File: src/rtl/neuron_layer_sequencer.sv
// neuron_layer_sequencer
// Runs one fully-connected layer through the pipelined dot-product calculator.
// It issues one weight-memory read per neuron and tags each issued neuron
// through the calculator latency. It writes each calculator result to the
// result memory in issue order.
// Optional macro SEQ_RELU_EN: clamps negative results to zero on the write path.
module neuron_layer_sequencer #(
  parameter int NUM_NEURONS = 10,
  parameter int PIPE_LAT    = 11,
  parameter int ADDR_W      = 8,
  parameter int DATA_W      = 16
) (
  input  logic              clk,
  input  logic              reset,
  input  logic              start,
  output logic              busy,
  output logic              done,
  output logic              w_rd_en,
  output logic [ADDR_W-1:0] w_rd_addr,
  output logic              calc_en,
  input  logic [DATA_W-1:0] calc_out,
  output logic              res_wr_en,
  output logic [ADDR_W-1:0] res_addr,
  output logic [DATA_W-1:0] res_data
);

  // Tag depth covers the memory read cycle plus the calculator stages.
  localparam int unsigned DEPTH = PIPE_LAT + 1;
  localparam int unsigned EXIT  = PIPE_LAT;
  // One extra bit so a 2^ADDR_W neuron layer does not wrap before it finishes.
  localparam logic [ADDR_W:0] LAST_IDX = (ADDR_W+1)'(NUM_NEURONS - 1);

  typedef enum logic [1:0] {IDLE, ISSUE, DRAIN, DONE} state_t;

  state_t            state, state_nxt;
  logic [ADDR_W:0]   issue_cnt;
  logic [ADDR_W:0]   wr_cnt;
  logic              tag_v   [DEPTH];
  logic [ADDR_W-1:0] tag_idx [DEPTH];
  logic [DATA_W-1:0] wr_value;

  // State register; reset aborts any layer in flight.
  always_ff @(posedge clk) begin
    if (reset) state <= IDLE;
    else       state <= state_nxt;
  end

  // Next-state: issue every neuron, then drain until the last tag writes.
  always_comb begin
    state_nxt = state;
    case (state)
      IDLE:    if (start) state_nxt = ISSUE;
      ISSUE:   if (issue_cnt == LAST_IDX) state_nxt = DRAIN;
      DRAIN:   if (tag_v[EXIT] && (wr_cnt == LAST_IDX)) state_nxt = DONE;
      DONE:    state_nxt = IDLE;
      default: state_nxt = IDLE;
    endcase
  end

  // FSM outputs; the calculator runs for exactly the busy window.
  always_comb begin
    busy      = (state == ISSUE) || (state == DRAIN);
    done      = (state == DONE);
    w_rd_en   = (state == ISSUE);
    w_rd_addr = (state == ISSUE) ? issue_cnt[ADDR_W-1:0] : '0;
    calc_en   = busy;
  end

  // Issue and write counters; both restart whenever the FSM is idle.
  always_ff @(posedge clk) begin
    if (reset || state == IDLE) begin
      issue_cnt <= '0;
      wr_cnt    <= '0;
    end else begin
      if (state == ISSUE) issue_cnt <= issue_cnt + 1'b1;
      if (tag_v[EXIT])    wr_cnt    <= wr_cnt + 1'b1;
    end
  end

  // Tag pipeline tracks which neuron's result leaves the calculator each cycle.
  always_ff @(posedge clk) begin
    if (reset) begin
      for (int unsigned i = 0; i < DEPTH; i++) begin
        tag_v[i]   <= 1'b0;
        tag_idx[i] <= '0;
      end
    end else if (busy) begin
      tag_v[0]   <= w_rd_en;
      tag_idx[0] <= w_rd_addr;
      for (int unsigned i = 1; i < DEPTH; i++) begin
        tag_v[i]   <= tag_v[i-1];
        tag_idx[i] <= tag_idx[i-1];
      end
    end
  end

`ifdef SEQ_RELU_EN
  assign wr_value = calc_out[DATA_W-1] ? '0 : calc_out;
`else
  assign wr_value = calc_out;
`endif

  // Write path: only a valid exiting tag writes; stale calculator output is dropped.
  always_comb begin
    res_wr_en = tag_v[EXIT];
    res_addr  = tag_v[EXIT] ? tag_idx[EXIT] : '0;
    res_data  = tag_v[EXIT] ? wr_value : '0;
  end

endmodule

File: config.mk
export PLATFORM = sky130hd
export DESIGN_NAME = neuron_layer_sequencer
export DESIGN_NICKNAME = d
export VERILOG_FILES = /design/src/rtl/neuron_layer_sequencer.sv
export SDC_FILE = /design/constraint.sdc
export NUM_CORES = 1
export LEC_CHECK = 0
export ABC_AREA = 0
export CORE_AREA = 4 4 107 109
export DETAILED_ROUTE_END_ITERATION = 16
export DIE_AREA = 0 0 111 113
export DONT_BUFFER_PORTS = 1
export PLACE_DENSITY_LB_ADDON = 0.08
export SLEW_MARGIN = 0
export SYNTH_ARGS = -nofsm -noshare
export SYNTH_HDL_FRONTEND = slang
export SYNTH_SLANG_ARGS = --single-unit
File: constraint.sdc
create_clock -name clk -period 6.7 [get_ports clk]
set_input_delay 0.67 -clock clk [delete_from_list [all_inputs] [get_ports clk]]
set_output_delay 0.67 -clock clk [all_outputs]
set_load 0.01 [all_outputs]
==> run metrics, run 1 <==
Tot Pwr 0.002685 W; vias in the first global route 2,532; Net Count, Synth 403; critical path endpoint category output port; commonest non-fill, non-tap cells in the layout 114 x and2_1, 108 x edfxtp_1, 20 x dfxtp_1; Crit Path Class reg -> out; Multi-input gate area 1454 um^2; root buf cell clkbuf_8; fillers 904; Synth-to-Final Area Change 13.08%; status finished clean; Initial Util 48.97%; FF+latch area 3643 um^2; number of I/O port buffers 0; Tmin final 2.634 ns; DRC 0; Min-Delay Path Class in -> reg; worst hold slack 0.2465 ns; clk slew on worst S/H paths 0.05 ns; max frequency 379.6 MHz; largest net degree at the start of global routing 92; max_cap viols 0; die area 12,540 um^2; final period utilization 39.31%; TritonCTS Buffers 17; CTS Buffer Depth 2; routed len/inst 13.43 um; Syn Std Cell Area 5192 um^2; ranking of synthesized cells by area edfxtp_1 62%, and2_1 14%, dfxtp_1 7.7%; routed wire length 7119 um; hpwl dp 3903 um; unrepaired setup endpoints after global routing false; Worst Path Arrival 1.96 ns; reg2reg path depth 4; power density over the cells 457.3 nW/um^2; final count of hold timing violations 0; io pins 56; Mapped Avg Cell Area 13.85 um^2; Sink Count 128; worst-path maximum fanout 25; critical path, cell by cell inv_1 > ha_1 > and2_1; DP Cell Count 498; ANT nets after route 0; CTS tree built; Yosys warning count 0; Initial DRC Count 150; row count 38; total core area 10,600 um^2; Yosys cell types 32; Tot GR Track Use 12.31%; most common cell after layout, fill and taps aside and2_1; Yosys top cell area share 62.46%; WP data required 6.03 ns; Chip Width 111 um; register area share after synthesis 70.17%; P_int 0.001969 W; slowest stage delay, CP 0.70 ns; Worst slew margin 25.95%; n_diodes 0; net total in the final layout 405; Cells after Synth 375; PostCTS Resize Cnt 0; first-pass GRT wire length 12,280 um; Crit-path slowest cell ha_1; Vias 2,652; final setup violation count 0; Comb power frac 17.3%; Worst Hold Depth 1; fraction of layout cells with a size suffix above 1 10.26%; maximum vdd drop 199.3 uV; Setup TNS Final 0 ns; Clk Latency, worst-skew pair 0.51 ns; total gr overflow 0; GP Congestion 0.7738; initial antenna violation count 0; count of state elements after synthesis 128; Clk pwr share 31.8%; Non-Filler Instances 530; Net Sw Frac 26.66%; Final Max Tran Viols 0; drt first pass iters 4; Setup Buffers After CTS 0; NetSw 0.0007160 W; chip height 113 um; Worst setup SP type register; post-synth top area cell edfxtp_1; Pleak 2.203 nW; Reg power frac 50.9%; Slew @ Worst Pin 1.111 ns; hold_buf cts 0; H-tree lvl count 4; clock skew 0.006100 ns; Via density 5.004
[per-layer routing]
layer | part of all wire [%] | vias up | global-route usage, %
met3 | 5.6 | 8 | 5.241
met4 | 1.2 | 0 | 5.090
li1 | - | 1300 | -
met2 | 46 | 70 | 19.42
met5 | 0 | - | 0
met1 | 47 | 1274 | 15.00
[final timing paths]
kind	start	endpoint	slack [ns]
setup reg to reg	state[0]	tag_v[0][10]	4.09
hold / removal	reset	state[0]	0.25
setup / recovery	state[1]	w_rd_addr[2]	4.07
hold reg to reg	wr_cnt[8]	wr_cnt[8]	0.51
[cell usage after synthesis]
| cell | n |
|---|---|
| and2_1 | 114 |
| edfxtp_1 | 108 |
| dfxtp_1 | 20 |
| nor2b_1 | 19 |
| clkbuf_1 | 17 |
| nor2_1 | 14 |
| and3_1 | 9 |
| ha_1 | 9 |
| nand2_1 | 7 |
| xor2_1 | 7 |
| a21oi_1 | 5 |
| inv_1 | 5 |
| o21ai_0 | 5 |
| or3_1 | 5 |
| nand4_1 | 4 |
| xnor2_1 | 4 |
| a211oi_1 | 3 |
| nand3_1 | 3 |
| nor3_1 | 2 |
| nor4b_2 | 2 |
| or2_2 | 2 |
| a211o_1 | 1 |
| a21boi_1 | 1 |
| and2b_2 | 1 |
| buf_1 | 1 |
| buf_4 | 1 |
| buf_6 | 1 |
| mux2_4 | 1 |
| nand4b_1 | 1 |
| nor3b_1 | 1 |
| nor4_1 | 1 |
| nor4b_1 | 1 |
[cells by family after synthesis]
group / after synthesis / synth area share (%)
AOI/OAI and AO/OA: 15 / 1.711
xor gates and xnor gates: 11 / 1.855
adders and majority gates: 9 / 2.169
buffers and inverters: 25 / 2.024
DFF: 128 / 70.17
muxes: 1 / 0.2891
and+or+nand+nor: 186 / 21.78
[power groups by stage]
stage | combinational [W] | clock, W | sequential (W)
2_1_floorplan | 0.000392 | 0 | 0.00136
3_3_place_gp | 0.000466 | 0 | 0.00138
3_5_place_dp | 0.000479 | 0 | 0.00138
4_1_cts | 0.000480 | 0.000876 | 0.00137
5_1_grt | 0.000531 | 0.000917 | 0.00140
6_report | 0.000464 | 0.000854 | 0.00137
[metrics by stage]
| stage | setup slack (ns) | area (um^2) | utilization [%] |
|---|---|---|---|
| after floorplan | 3.949 | 5192 | - |
| after global placement | 4.142 | 5314 | 50.12 |
| after detailed placement | 4.070 | 5314 | 50.12 |
| after CTS | 4.018 | 5872 | 55.38 |
| after global routing | 3.884 | 5872 | 55.38 |
| final | 4.066 | 5872 | 55.38 |
[sequential cells by signal (all words and copies together), names as in the netlist]
| register | cells |
|---|---|
| tag_idx | 96 |
| wr_cnt | 9 |
| issue_cnt | 9 |
| tag_v | 12 |
| state | 2 |
[cell type report]
class / instances / area share (%)
flip-flops and latches: 128 / 62.05
inverters: 5 / 0.3196
clock buffers: 17 / 7.053
well taps: 140 / 2.983
repair buffers: 3 / 0.3836
clock inverters: 15 / 2.450
multi-input cells: 222 / 24.76
[worst max-delay path, delay by kind of cell, from the launching register on]
kind / cells / cell delay (ns)
fa+ha+maj: 1 / 0.70
flops: 1 / 0.32
simple gates: 1 / 0.31
buf+inv: 1 / 0.12
No activity file was read; power rests on OpenSTA's default activity.
==> run 2, diff against run 1 <==
Clock period 6.7 ns to 2.4 ns, I/O delays scaled along.
==> run metrics, run 2 (synthesis gave the netlist of run 1 again) <==
max frequency 490.6 MHz; critical path endpoint category output port; maximum vdd drop 463.1 uV (+130%); final period utilization 84.92%; gr busiest metal met2; row count 38 (unchanged); net total in the final layout 410 (+1.2%); routed len/inst 13.61 um (+1.3%); vias in the first global route 2,628 (+3.8%); Worst setup SP type register; ANT nets after route 0 (unchanged); met2 GRT Util 19.70% (+0.28 points); slowest stage delay, CP 0.36 ns (-0.34 ns); Slew @ Worst Pin 0.7594 ns (-0.3514 ns); setup slack at placement 0.4971 ns (-3.573 ns); hpwl dp 4309 um (+10%); status finished clean; Worst Path Arrival 1.80 ns (-0.16 ns); CP delay by family, top buffers and inverters; Tot GR Track Use 12.76% (+0.45 points); Setup TNS Final 0 ns (unchanged); PostCTS Resize Cnt 0 (unchanged); final count of hold timing violations 0 (unchanged); die area 12,540 um^2 (unchanged); Design Area, Final 6010 um^2 (+2.3%); Sink Count 128 (unchanged); worst setup margin 0.3618 ns (-3.704 ns); Initial DRC Count 128 (-15%); Synth-to-Final Area Change 15.73%; chip height 113 um (unchanged); DRC 0 (unchanged); Initial Util 48.97% (unchanged); Vias 2,679 (+1.0%); commonest non-fill, non-tap cells in the layout 114 x and2_1, 108 x edfxtp_1, 20 x dfxtp_1; final setup violation count 0 (unchanged); CTS tree built; fraction of layout cells with a size suffix above 1 10.89% (+0.63 points); TritonCTS Buffers 17 (unchanged); Clk Latency, worst-skew pair 0.51 ns (about the same); total core area 10,600 um^2 (unchanged); number of I/O port buffers 0 (unchanged); io pins 56 (unchanged); worst path bufs/invs 2 (+1); routed wire length 7279 um (+2.2%); Largest regs tag_idx x96, tag_v x12; first-pass GRT wire length 12,550 um (+2.2%); Via density 5.007 (about the same); largest net degree at the start of global routing 78 (-15%); max_cap viols 0 (unchanged); clk slew on worst S/H paths 0.06 ns (about the same); Crit Path Class reg -> out; Pleak 2.270 nW (+3.1%); Crit-path slowest cell ha_1; CTS Buffer Depth 2 (unchanged); total gr overflow 0 (unchanged); critical path, cell by cell inv_1 > ha_1 > buf_4 > and2_1; max reg flops 96 (unchanged); H-tree lvl count 4 (unchanged); Cell Area, Placed 5394 um^2 (+1.5%); clock skew 0.008081 ns (+0.001980 ns); Chip Width 111 um (unchanged); Tmin final 2.038 ns; largest reg by FF count tag_idx; initial antenna violation count 0 (unchanged); n_diodes 0 (unchanged); unrepaired setup endpoints after global routing false; drt first pass iters 4 (unchanged); Worst slew margin 49.21% (+23 points); WP data required 2.16 ns (-3.87 ns); GR Util met1 15.61% (+0.60 points); Final Max Tran Viols 0 (unchanged); Min-Delay Path Class in -> reg; M3 GR Usage 5.348% (+0.11 points); GP Congestion 0.7817 (+1.0%); root buf cell clkbuf_8; worst-path maximum fanout 20 (-20%); power density over the cells 1304 nW/um^2 (+190%); most common cell after layout, fill and taps aside and2_1
run 2: cell types whose count changed in the layout (fill, tap and decap cells not counted):
cell           change
clkinv_2           -2
clkinv_4           +1
clkbuf_1           +1
buf_12             +4
dlygate4sd3_1      +1
bufinv_16          +2
clkinvlp_4         -2
run 2: stage by stage:
stage               util [%]  std cells  hold slack (ns)  total power, W
floorplan                  -        375           0.4683        0.004889
global placement       50.87        502           0.3240        0.005285
detailed placement     50.87        502           0.3297        0.005336
CTS                    56.68        535          0.08836        0.007963
global route           56.68        535          0.09174        0.008301
finish                 56.68        535           0.1105        0.007834
run 2: worst paths after layout:
path,startpoint,end,slack (ns),depth (start not counted)
max,state[1],w_rd_addr[5],0.36,4
min,reset,tag_v[0][2],0.11,2
max reg2reg,state[1],tag_idx[2][2],0.51,5
min reg2reg,tag_idx[2][4],tag_idx[2][12],0.51,1
run 2: cell type report:
class | count | area [um^2]
multi-input cells | 222 | 1454
clock inverters | 14 | 187.7
clock buffers | 18 | 417.9
fillers | 866 | 4593
repair buffers | 8 | 112.6
inverters | 5 | 18.77
well taps | 140 | 175.2
flip-flops and latches | 128 | 3643
run 2: what timing repair did:
action | 4_1_cts | 5_1_grt
hold endpoints to repair | 20 | 0
setup buffers | 0 | 0
hold buffers | 1 | 0
run 2: worst reg2reg max path: stages, from the launching register on:
cell and delay [ns]:
dfxtp_1 0.36, inv_1 0.10, ha_1 0.44, nor2b_4 0.37, buf_12 0.28, and2_1 0.19
run 2: power by group:
part | switching (W) | total, W | internal [W]
combinational | 0.000905 | 0.00144 | 0.000536
clock | 0.000905 | 0.00259 | 0.00168
sequential | 0.000207 | 0.00381 | 0.00360
run 2: routing by layer:
metal	up-vias	wire length, um
li1	1306	-
met1	1280	3252
met2	78	3462
met3	15	427
met4	0	136
met5	-	0
